File: src/rtl/alu_mc.sv
// Multi-cycle ALU: single-cycle logic/add/shift ops and iterative multiply/divide.
// One request in flight; the result is held in DONE until out_ready is seen.
module alu_mc #(
  parameter int unsigned WIDTH = 32
) (
  input  logic             clk,
  input  logic             rst,
  input  logic             in_valid,
  output logic             in_ready,
  input  logic [3:0]       op,
  input  logic [WIDTH-1:0] in_0,
  input  logic [WIDTH-1:0] in_1,
  output logic             out_valid,
  input  logic             out_ready,
  output logic [WIDTH-1:0] out,
  output logic             of,
  output logic             zf,
  output logic             dz
);

  localparam int unsigned SW = $clog2(WIDTH);
  localparam int unsigned CW = SW + 1;

  localparam logic [3:0] OpAnd  = 4'h1;
  localparam logic [3:0] OpOr   = 4'h2;
  localparam logic [3:0] OpXor  = 4'h3;
  localparam logic [3:0] OpAdds = 4'h4;
  localparam logic [3:0] OpAddu = 4'h5;
  localparam logic [3:0] OpSubs = 4'h6;
  localparam logic [3:0] OpSubu = 4'h7;
  localparam logic [3:0] OpShrl = 4'h8;
  localparam logic [3:0] OpShll = 4'h9;
  localparam logic [3:0] OpShra = 4'hA;
  localparam logic [3:0] OpMul  = 4'hB;
  localparam logic [3:0] OpDivu = 4'hC;
  localparam logic [3:0] OpRemu = 4'hD;

  typedef enum logic [1:0] {StIdle, StBusy, StDone} state_e;

  state_e           state_q, state_d;
  logic [3:0]       op_q, op_d;
  // a_q: multiplicand (MUL) or dividend/quotient shift register (DIV/REM)
  logic [WIDTH-1:0] a_q, a_d;
  // b_q: multiplier shifted right (MUL) or divisor (DIV/REM)
  logic [WIDTH-1:0] b_q, b_d;
  // acc_q: partial product (MUL) or partial remainder (DIV/REM)
  logic [WIDTH-1:0] acc_q, acc_d;
  logic [CW-1:0]    cnt_q, cnt_d;
  logic [WIDTH-1:0] out_q, out_d;
  logic             of_q, of_d, zf_q, zf_d, dz_q, dz_d;

  logic [SW-1:0]    sh;
  logic [WIDTH-1:0] sum, diff, res;
  logic             res_of, is_div, div_zero, is_iter;
  logic [WIDTH-1:0] mul_acc_nx, rem_nx, quo_nx, iter_res;
  logic [WIDTH:0]   rem_sh;
  logic             div_ge;

  // Single-cycle datapath, evaluated on the request inputs at acceptance.
  always_comb begin
    sh       = in_1[SW-1:0];
    sum      = in_0 + in_1;
    diff     = in_0 - in_1;
    res      = in_0;
    res_of   = 1'b0;
    is_div   = (op == OpDivu) || (op == OpRemu);
    div_zero = is_div && (in_1 == '0);
    is_iter  = (op == OpMul) || (is_div && !div_zero);
    case (op)
      OpAnd:  res = in_0 & in_1;
      OpOr:   res = in_0 | in_1;
      OpXor:  res = in_0 ^ in_1;
      OpAdds: begin
        res    = sum;
        res_of = (in_0[WIDTH-1] == in_1[WIDTH-1]) && (sum[WIDTH-1] != in_0[WIDTH-1]);
      end
      OpAddu: res = sum;
      OpSubs: begin
        res    = diff;
        res_of = (in_0[WIDTH-1] != in_1[WIDTH-1]) && (diff[WIDTH-1] != in_0[WIDTH-1]);
      end
      OpSubu: res = diff;
      OpShrl: res = in_0 >> sh;
      OpShll: res = in_0 << sh;
      OpShra: res = $signed(in_0) >>> sh;
      OpDivu: res = div_zero ? '1 : in_0;
      default: res = in_0;
    endcase
  end

  // One iteration step of shift-add multiply and restoring divide.
  always_comb begin
    mul_acc_nx = acc_q + (b_q[0] ? a_q : '0);
    rem_sh     = {acc_q, a_q[WIDTH-1]};
    div_ge     = rem_sh >= {1'b0, b_q};
    rem_nx     = div_ge ? WIDTH'(rem_sh - {1'b0, b_q}) : rem_sh[WIDTH-1:0];
    quo_nx     = {a_q[WIDTH-2:0], div_ge};
    if (op_q == OpMul) begin
      iter_res = mul_acc_nx;
    end else if (op_q == OpDivu) begin
      iter_res = quo_nx;
    end else begin
      iter_res = rem_nx;
    end
  end

  always_comb begin
    state_d   = state_q;
    op_d      = op_q;
    a_d       = a_q;
    b_d       = b_q;
    acc_d     = acc_q;
    cnt_d     = cnt_q;
    out_d     = out_q;
    of_d      = of_q;
    zf_d      = zf_q;
    dz_d      = dz_q;
    in_ready  = (state_q == StIdle);
    out_valid = (state_q == StDone);
    case (state_q)
      StIdle: begin
        if (in_valid) begin
          op_d = op;
          if (is_iter) begin
            state_d = StBusy;
            a_d     = in_0;
            b_d     = in_1;
            acc_d   = '0;
            cnt_d   = CW'(WIDTH);
          end else begin
            state_d = StDone;
            out_d   = res;
            of_d    = res_of;
            zf_d    = (res == '0);
            dz_d    = div_zero;
          end
        end
      end
      StBusy: begin
        cnt_d = (cnt_q == '0) ? '0 : cnt_q - 1'b1;
        if (op_q == OpMul) begin
          acc_d = mul_acc_nx;
          a_d   = a_q << 1;
          b_d   = b_q >> 1;
        end else begin
          acc_d = rem_nx;
          a_d   = quo_nx;
        end
        if (cnt_q <= CW'(1)) begin
          state_d = StDone;
          out_d   = iter_res;
          of_d    = 1'b0;
          zf_d    = (iter_res == '0);
          dz_d    = 1'b0;
        end
      end
      StDone: begin
        if (out_ready) state_d = StIdle;
      end
      default: state_d = StIdle;
    endcase
  end

  always_ff @(posedge clk or posedge rst) begin
    if (rst) begin
      state_q <= StIdle;
      op_q    <= '0;
      a_q     <= '0;
      b_q     <= '0;
      acc_q   <= '0;
      cnt_q   <= '0;
      out_q   <= '0;
      of_q    <= 1'b0;
      zf_q    <= 1'b0;
      dz_q    <= 1'b0;
    end else begin
      state_q <= state_d;
      op_q    <= op_d;
      a_q     <= a_d;
      b_q     <= b_d;
      acc_q   <= acc_d;
      cnt_q   <= cnt_d;
      out_q   <= out_d;
      of_q    <= of_d;
      zf_q    <= zf_d;
      dz_q    <= dz_d;
    end
  end

  assign out = out_q;
  assign of  = of_q;
  assign zf  = zf_q;
  assign dz  = dz_q;

endmodule
File: config.mk
export PLATFORM = sky130hd
export DESIGN_NAME = alu_mc
export DESIGN_NICKNAME = d
export VERILOG_FILES = /design/src/rtl/alu_mc.sv
export SDC_FILE = /design/constraint.sdc
export NUM_CORES = 1
export LEC_CHECK = 0
export CAP_MARGIN = 5
export CORE_MARGIN = 10
export CORE_UTILIZATION = 30
export DETAILED_ROUTE_END_ITERATION = 8
export DONT_BUFFER_PORTS = 1
export GPL_ROUTABILITY_DRIVEN = 0
export PLACE_DENSITY_LB_ADDON = 0.25
export SLEW_MARGIN = 20
export SYNTH_ARGS = -nofsm -noshare
export SYNTH_HDL_FRONTEND = slang
export SYNTH_SLANG_ARGS = --single-unit
File: constraint.sdc
create_clock -name clk -period 5.2 [get_ports clk]
set_input_delay 1.56 -clock clk [delete_from_list [all_inputs] [get_ports clk]]
set_output_delay 1.56 -clock clk [all_outputs]
set_load 0.005 [all_outputs]
Yosys cells after proc, flatten, opt, wreduce, memory -nomap -nowiden
Cells that the tools add are included.
Widths: inputs -> output; s select.
- word-level logic and storage cells: 113
- bits in registers: 143
- input bits: 72
- output and inout bits: 37
- reduce and logical (&&, ||, !) cells: 20
- order comparisons: 2
- shifts and indexed selects: 3
- bitwise logic cells: 3
- equality and inequality tests: 27
- multiplexer cells: 43
- $add $sub $neg: 5
- operators by type and width (cell ; number):
    $mux 32 ; 16
    $pmux 32 s9 ; 1
    $pmux 32 s2 ; 4
    $logic_not 32->1 ; 3
    $add 32x32->32 ; 2
    $sub 32x32->32 ; 2
    $ge 33x32->1 ; 1
    $and 32x32->32 ; 1
    $eq 4x4->1 const B ; 8
    $or 32x32->32 ; 1
    $shl 32x5->32 ; 1
    $shr 32x5->32 ; 1
    $sshr 32x5->32 ; 1
    $xor 32x32->32 ; 1
    $mux 6 ; 3
    $eq 4x3->1 const B ; 4
    $pmux 6 s2 ; 1
    $mux 1 ; 9
    $eq 4x2->1 const B ; 2
    $mux 2 ; 4
    $ne 2x2->1 const B ; 4
    $pmux 1 s2 ; 4
    $reduce_and 4->1 ; 2
    $le 6x1->1 const B ; 1
    17 further kinds ; 26

Depth between registers and ports, before layout
Gate-level depths: netlist of run 1.
- depth after elaboration: 9
- gate-level depth with buffers: 19
- mapped depth without buffers: 16

Least setup slack after synthesis of run 1
Ideal clock, no wire load.
- kind: input-to-reg
- from: in in_1[2]
- to: reg zf_q (netlist: zf)
- buffers on the path: 5
- setup time: 77 ps
- required time: 5123 ps
- stages: 19
- slack: -688 ps
- arrival time: 5811 ps
- cells stage by stage: inv_1 -> buf_1 -> buf_2 -> clkbuf_1 -> buf_1 -> ha_1 -> clkbuf_1 -> nor2b_1 -> o31a_1 -> a21oi_1 -> o41ai_2 -> mux2i_1 -> o21ai_0 -> or3b_1 -> a2111o_1 -> nor4_1 -> and4_1 -> nand4_1 -> o21ai_1
- longest elaborated chain between the ends: 8
- elaborated cells on any way between the ends: 21
- RTL lines (element ; RTL line ; text):
    start: declaration ; 12 ; input logic [WIDTH-1:0] in_1,
    parallel branches: the longest is 8 deep, another holds $sub 32x32->32 ; n/a ;
    end signal: assignment ; 185 ; zf_q <= zf_d;
    end: declaration ; 50 ; logic of_q, of_d, zf_q, zf_d, dz_q, dz_d;
Parallel ways; which one is timed is not known. The select of a mux whose other input is x is not followed.
A chain may end at the register's enable or synchronous reset.

Final worst setup path of run 1
- from: in in_1[1]
- to: reg zf_q (netlist: zf)
The elaborated chain is that of the path after synthesis.

==> qor.json, run 1 <==
{
  "status": {
    "outcome": "complete, no violations"
  },
  "critical_path": {
    "critical-path-top-cell-by-count": "sky130_fd_sc_hd__nor3_1",
    "critPathTopFamily": "compound AO/OA/AOI/OAI gates",
    "setup.worst_path.start_class": "input pin",
    "number_of_cells_on_the_worst_reg_to_reg_path": 16,
    "crit_required_ns": 5.62,
    "path_depth": 15,
    "critical_path_class": "input pin to register",
    "critical_path.endpoint_type": "register",
    "cp_num_buf_inv": 2,
    "path_cells": "inv_1 -> ha_1 -> a211oi_1 -> nor3b_2 -> a2111oi_0 -> buf_4 -> nor3_1 -> nor3_1 -> nor3b_1 -> o32ai_1 -> o221ai_1 -> nor4b_1 -> and4_1 -> nand4_1 -> o21ai_1",
    "worstPathMaxFanout": 58,
    "cp_data_arrival_time_ns": 5.36,
    "cpMaxStageDelayCell": "sky130_fd_sc_hd__o32ai_1",
    "crit_path_max_incr_delay_ns": 0.54
  },
  "placement": {
    "post_placement_cell_area_um2": 23200,
    "placement.io_buffers": 0,
    "dp_wirelength_mm": 86.2
  },
  "power_and_ir_drop": {
    "power.leakage_nw": 10.1,
    "totalPowerFinal_mw": 12.0,
    "share_clk_of_total_power_pct": 11.9,
    "sequential_power_share_pct": 20.6,
    "netSwitchingPower_mw": 6.44,
    "cell_internal_pwr_mw": 5.53,
    "power.ir.vdd_worst_mv": 0.361,
    "comb_power_share_pct": 67.5,
    "p_sw_share_pct": 53.8,
    "p_per_area_nw_per_um2": 503
  },
  "clock_network": {
    "worst_skew_pair.late_latency_ns": 0.49,
    "cts-resized-gates": 0,
    "clk_pin_slew_ns": 0.07,
    "cts-root-to-sink-buffers": 2,
    "cts_setup_buffers": 0,
    "cts.sink_count": 143,
    "hold_buffers": 0,
    "htree_levels": 4,
    "cts.root.buffer_cell": "sky130_fd_sc_hd__clkbuf_16",
    "cts_made_buffers": 17,
    "tritoncts": "yes"
  },
  "worst_hold_path": {
    "holdPathStages": 2,
    "worstHoldPathType": "register to register"
  },
  "yosys": {
    "post-synth-top-area-fraction_pct": 16.7,
    "syn_inst": 2921,
    "synth_enable_flop_cells": 0,
    "synth_flop_cell": "sky130_fd_sc_hd__dfrtp_1",
    "synth.ff_latch_count": 143,
    "syn-num-nets": 3169,
    "asyncSetResetFlopFracSynth_pct": 100,
    "synth_warnings": 0,
    "synth.avg_cell_area_um2": 7.33,
    "synth_cell_type_count": 99,
    "seq_total_area_yosys_pct": 16.7,
    "post-synth-top-area-cell": "sky130_fd_sc_hd__dfrtp_1",
    "synth_area_leaders": "sky130_fd_sc_hd__dfrtp_1 (17%), sky130_fd_sc_hd__ha_1 (10%), sky130_fd_sc_hd__nand2_1 (5.7%), sky130_fd_sc_hd__nor2_1 (5.6%), sky130_fd_sc_hd__a21oi_1 (5.1%)",
    "synth.cell_area_um2": 21400
  },
  "layout": {
    "final_cell_area_um2": 23800,
    "synthToLayoutAreaGrowth_pct": 11.2,
    "layout-drive-gt1-share_pct": 11.6,
    "finish.net_count": 3143,
    "layout_commonest_cell": "sky130_fd_sc_hd__nand2_1",
    "finalCoreUtilization_pct": 33.8,
    "final_cell_mix": "sky130_fd_sc_hd__nand2_1 (324), sky130_fd_sc_hd__nor2_1 (318), sky130_fd_sc_hd__a21oi_1 (215)"
  },
  "timing": {
    "relSlewSlack_pct": 22.4,
    "tightestPinTransition_ns": 1.15,
    "min_period_ns": 4.94,
    "timing.final.crit_share_pct": 95.1,
    "rsz_0062_raised_after_global_routing": "false",
    "fmaxAchievable_ghz": 0.202,
    "finalHoldViolCount": 0,
    "worst_case_clock_skew_ns": 0.00968,
    "finalSetupViolations": 0,
    "worst_hold_slack_ns": 0.514,
    "maxSlewViolCount": 0
  },
  "global_route": {
    "gr-usage-all-layers_pct": 25.8,
    "grt_antenna_before_repair": 9,
    "grt_first_pass_wirelength_mm": 161,
    "pin_count_of_the_biggest_net_entering_global_routing": 144,
    "grt_pass1_vias": 22900,
    "global_route.overflow_total": 0
  },
  "floorplanning": {
    "die-height_um": 287,
    "floorplan.die.width_um": 287,
    "initial_utilization_pct": 30.4,
    "core_region_area_um2": 70400,
    "row_count": 97,
    "die_footprint_um2": 82500,
    "io_pins": 109
  },
  "detailed_routing": {
    "route.detailed.vias_per_inst": 6.41,
    "detail_route.iter0.violations": 3490,
    "route.vias.total": 24700,
    "drc": 0,
    "postRouteAntennaNets": 0,
    "drt_first_pass_iters": 7,
    "postRouteWirelength_mm": 110,
    "post_drt_wl_per_cell_um": 28.7
  },
  "job": {
    "maxCapViolCount": 0
  }
}
power by group through the flow:
| stage | combinational (mW) | sequential [mW] | clock [mW] |
|---|---|---|---|
| after detailed placement | 7.81 | 2.45 | 0 |
| final | 8.08 | 2.46 | 1.42 |
| after global routing | 8.76 | 2.52 | 1.48 |
| after global placement | 7.85 | 2.45 | 0 |
| after floorplan | 5.51 | 1.98 | 0 |
| after CTS | 7.87 | 2.44 | 1.44 |
through the flow:
stage / TNS [ns] / cells / setup WS, ns
2_1_floorplan: -0.105 / 2921 / -0.105
3_3_place_gp: -0.0681 / 3816 / -0.0318
3_5_place_dp: -0.116 / 3816 / -0.104
4_1_cts: 0 / 3848 / 0.397
5_1_grt: 0 / 3848 / 0.0900
6_report: 0 / 3851 / 0.256
routing by layer:
metal	wire, um	global-route usage (%)	vias to the layer above
li1	-	-	10800
met1	44200	33.3	11900
met5	27	0	-
met3	14300	9.02	340
met4	6350	13.3	4
met2	45500	37.3	1644
flip-flops by register name, summed over array words and instances (netlist names):
name and count:
a_q 32, acc_q 32, b_q 32, cnt_q 6
dz 1, of 1, op_q 4, out 32
state_q 2, zf 1
worst paths after layout:
kind,to,slack [ns],start
setup reg to reg,zf,0.54,a_q[0]
max in group asynchronous,a_q[2],3.31,rst
hold reg to reg,cnt_q[4],0.51,cnt_q[4]
hold / removal,cnt_q[4],0.51,cnt_q[4]
setup / recovery,zf,0.26,in_1[1]
min in group asynchronous,out[20],1.12,rst
synthesized netlist by cell type (41+ instances only):
master                       n
sky130_fd_sc_hd__a31oi_1    54
sky130_fd_sc_hd__o22ai_1    55
sky130_fd_sc_hd__nor2_1    319
sky130_fd_sc_hd__inv_1     146
sky130_fd_sc_hd__nand2_1   324
sky130_fd_sc_hd__mux2i_1    67
sky130_fd_sc_hd__a211oi_1   55
sky130_fd_sc_hd__o21ai_0   188
sky130_fd_sc_hd__ha_1      172
sky130_fd_sc_hd__dfrtp_1   143
sky130_fd_sc_hd__nand3_1    53
sky130_fd_sc_hd__a21oi_1   217
sky130_fd_sc_hd__and2_1     52
sky130_fd_sc_hd__nor3_1     50
sky130_fd_sc_hd__clkbuf_1  164
sky130_fd_sc_hd__o211ai_1   41
final cells by class:
type | count | area (um2)
Inverter | 148 | 559
Clock inverter | 15 | 224
Multi-Input combinational cell | 2405 | 16400
Tap cell | 940 | 1180
Antenna cell | 3 | 7.51
Timing Repair Buffer | 180 | 1390
Clock buffer | 17 | 425
Fill cell | 7615 | 46600
Sequential cell | 143 | 3580
tightest hold or removal path, cell delays in order, from the launching register on:
cell and delay, ns:
sky130_fd_sc_hd__dfrtp_1 0.34, sky130_fd_sc_hd__o21ai_0 0.07, sky130_fd_sc_hd__o21ai_0 0.06
kinds of logic (layout without fill, tap and decap cells):
kind of cell             Yosys count  after routing  synth area share [%]
AO/OA/AOI/OAI                   1014           1014                  32.1
multiplexers                     140            140                  9.00
AND/OR/NAND/NOR                 1017           1017                  22.3
flip-flops                       143            143                  16.7
buffers and inverters            373            360                  7.10
adder cells (fa/ha/maj)          177            177                  10.5
XOR/XNOR                          57             57                  2.33
other                              0              3                     0
Note: power is estimated with default switching activity, not from simulation.
==> run 2: changes to the inputs <==
Settings changed: SLEW_MARGIN 20 to 10.
==> results of run 2 <==
Same layout as run 1: the final DEF is identical, and so are final timing and power.
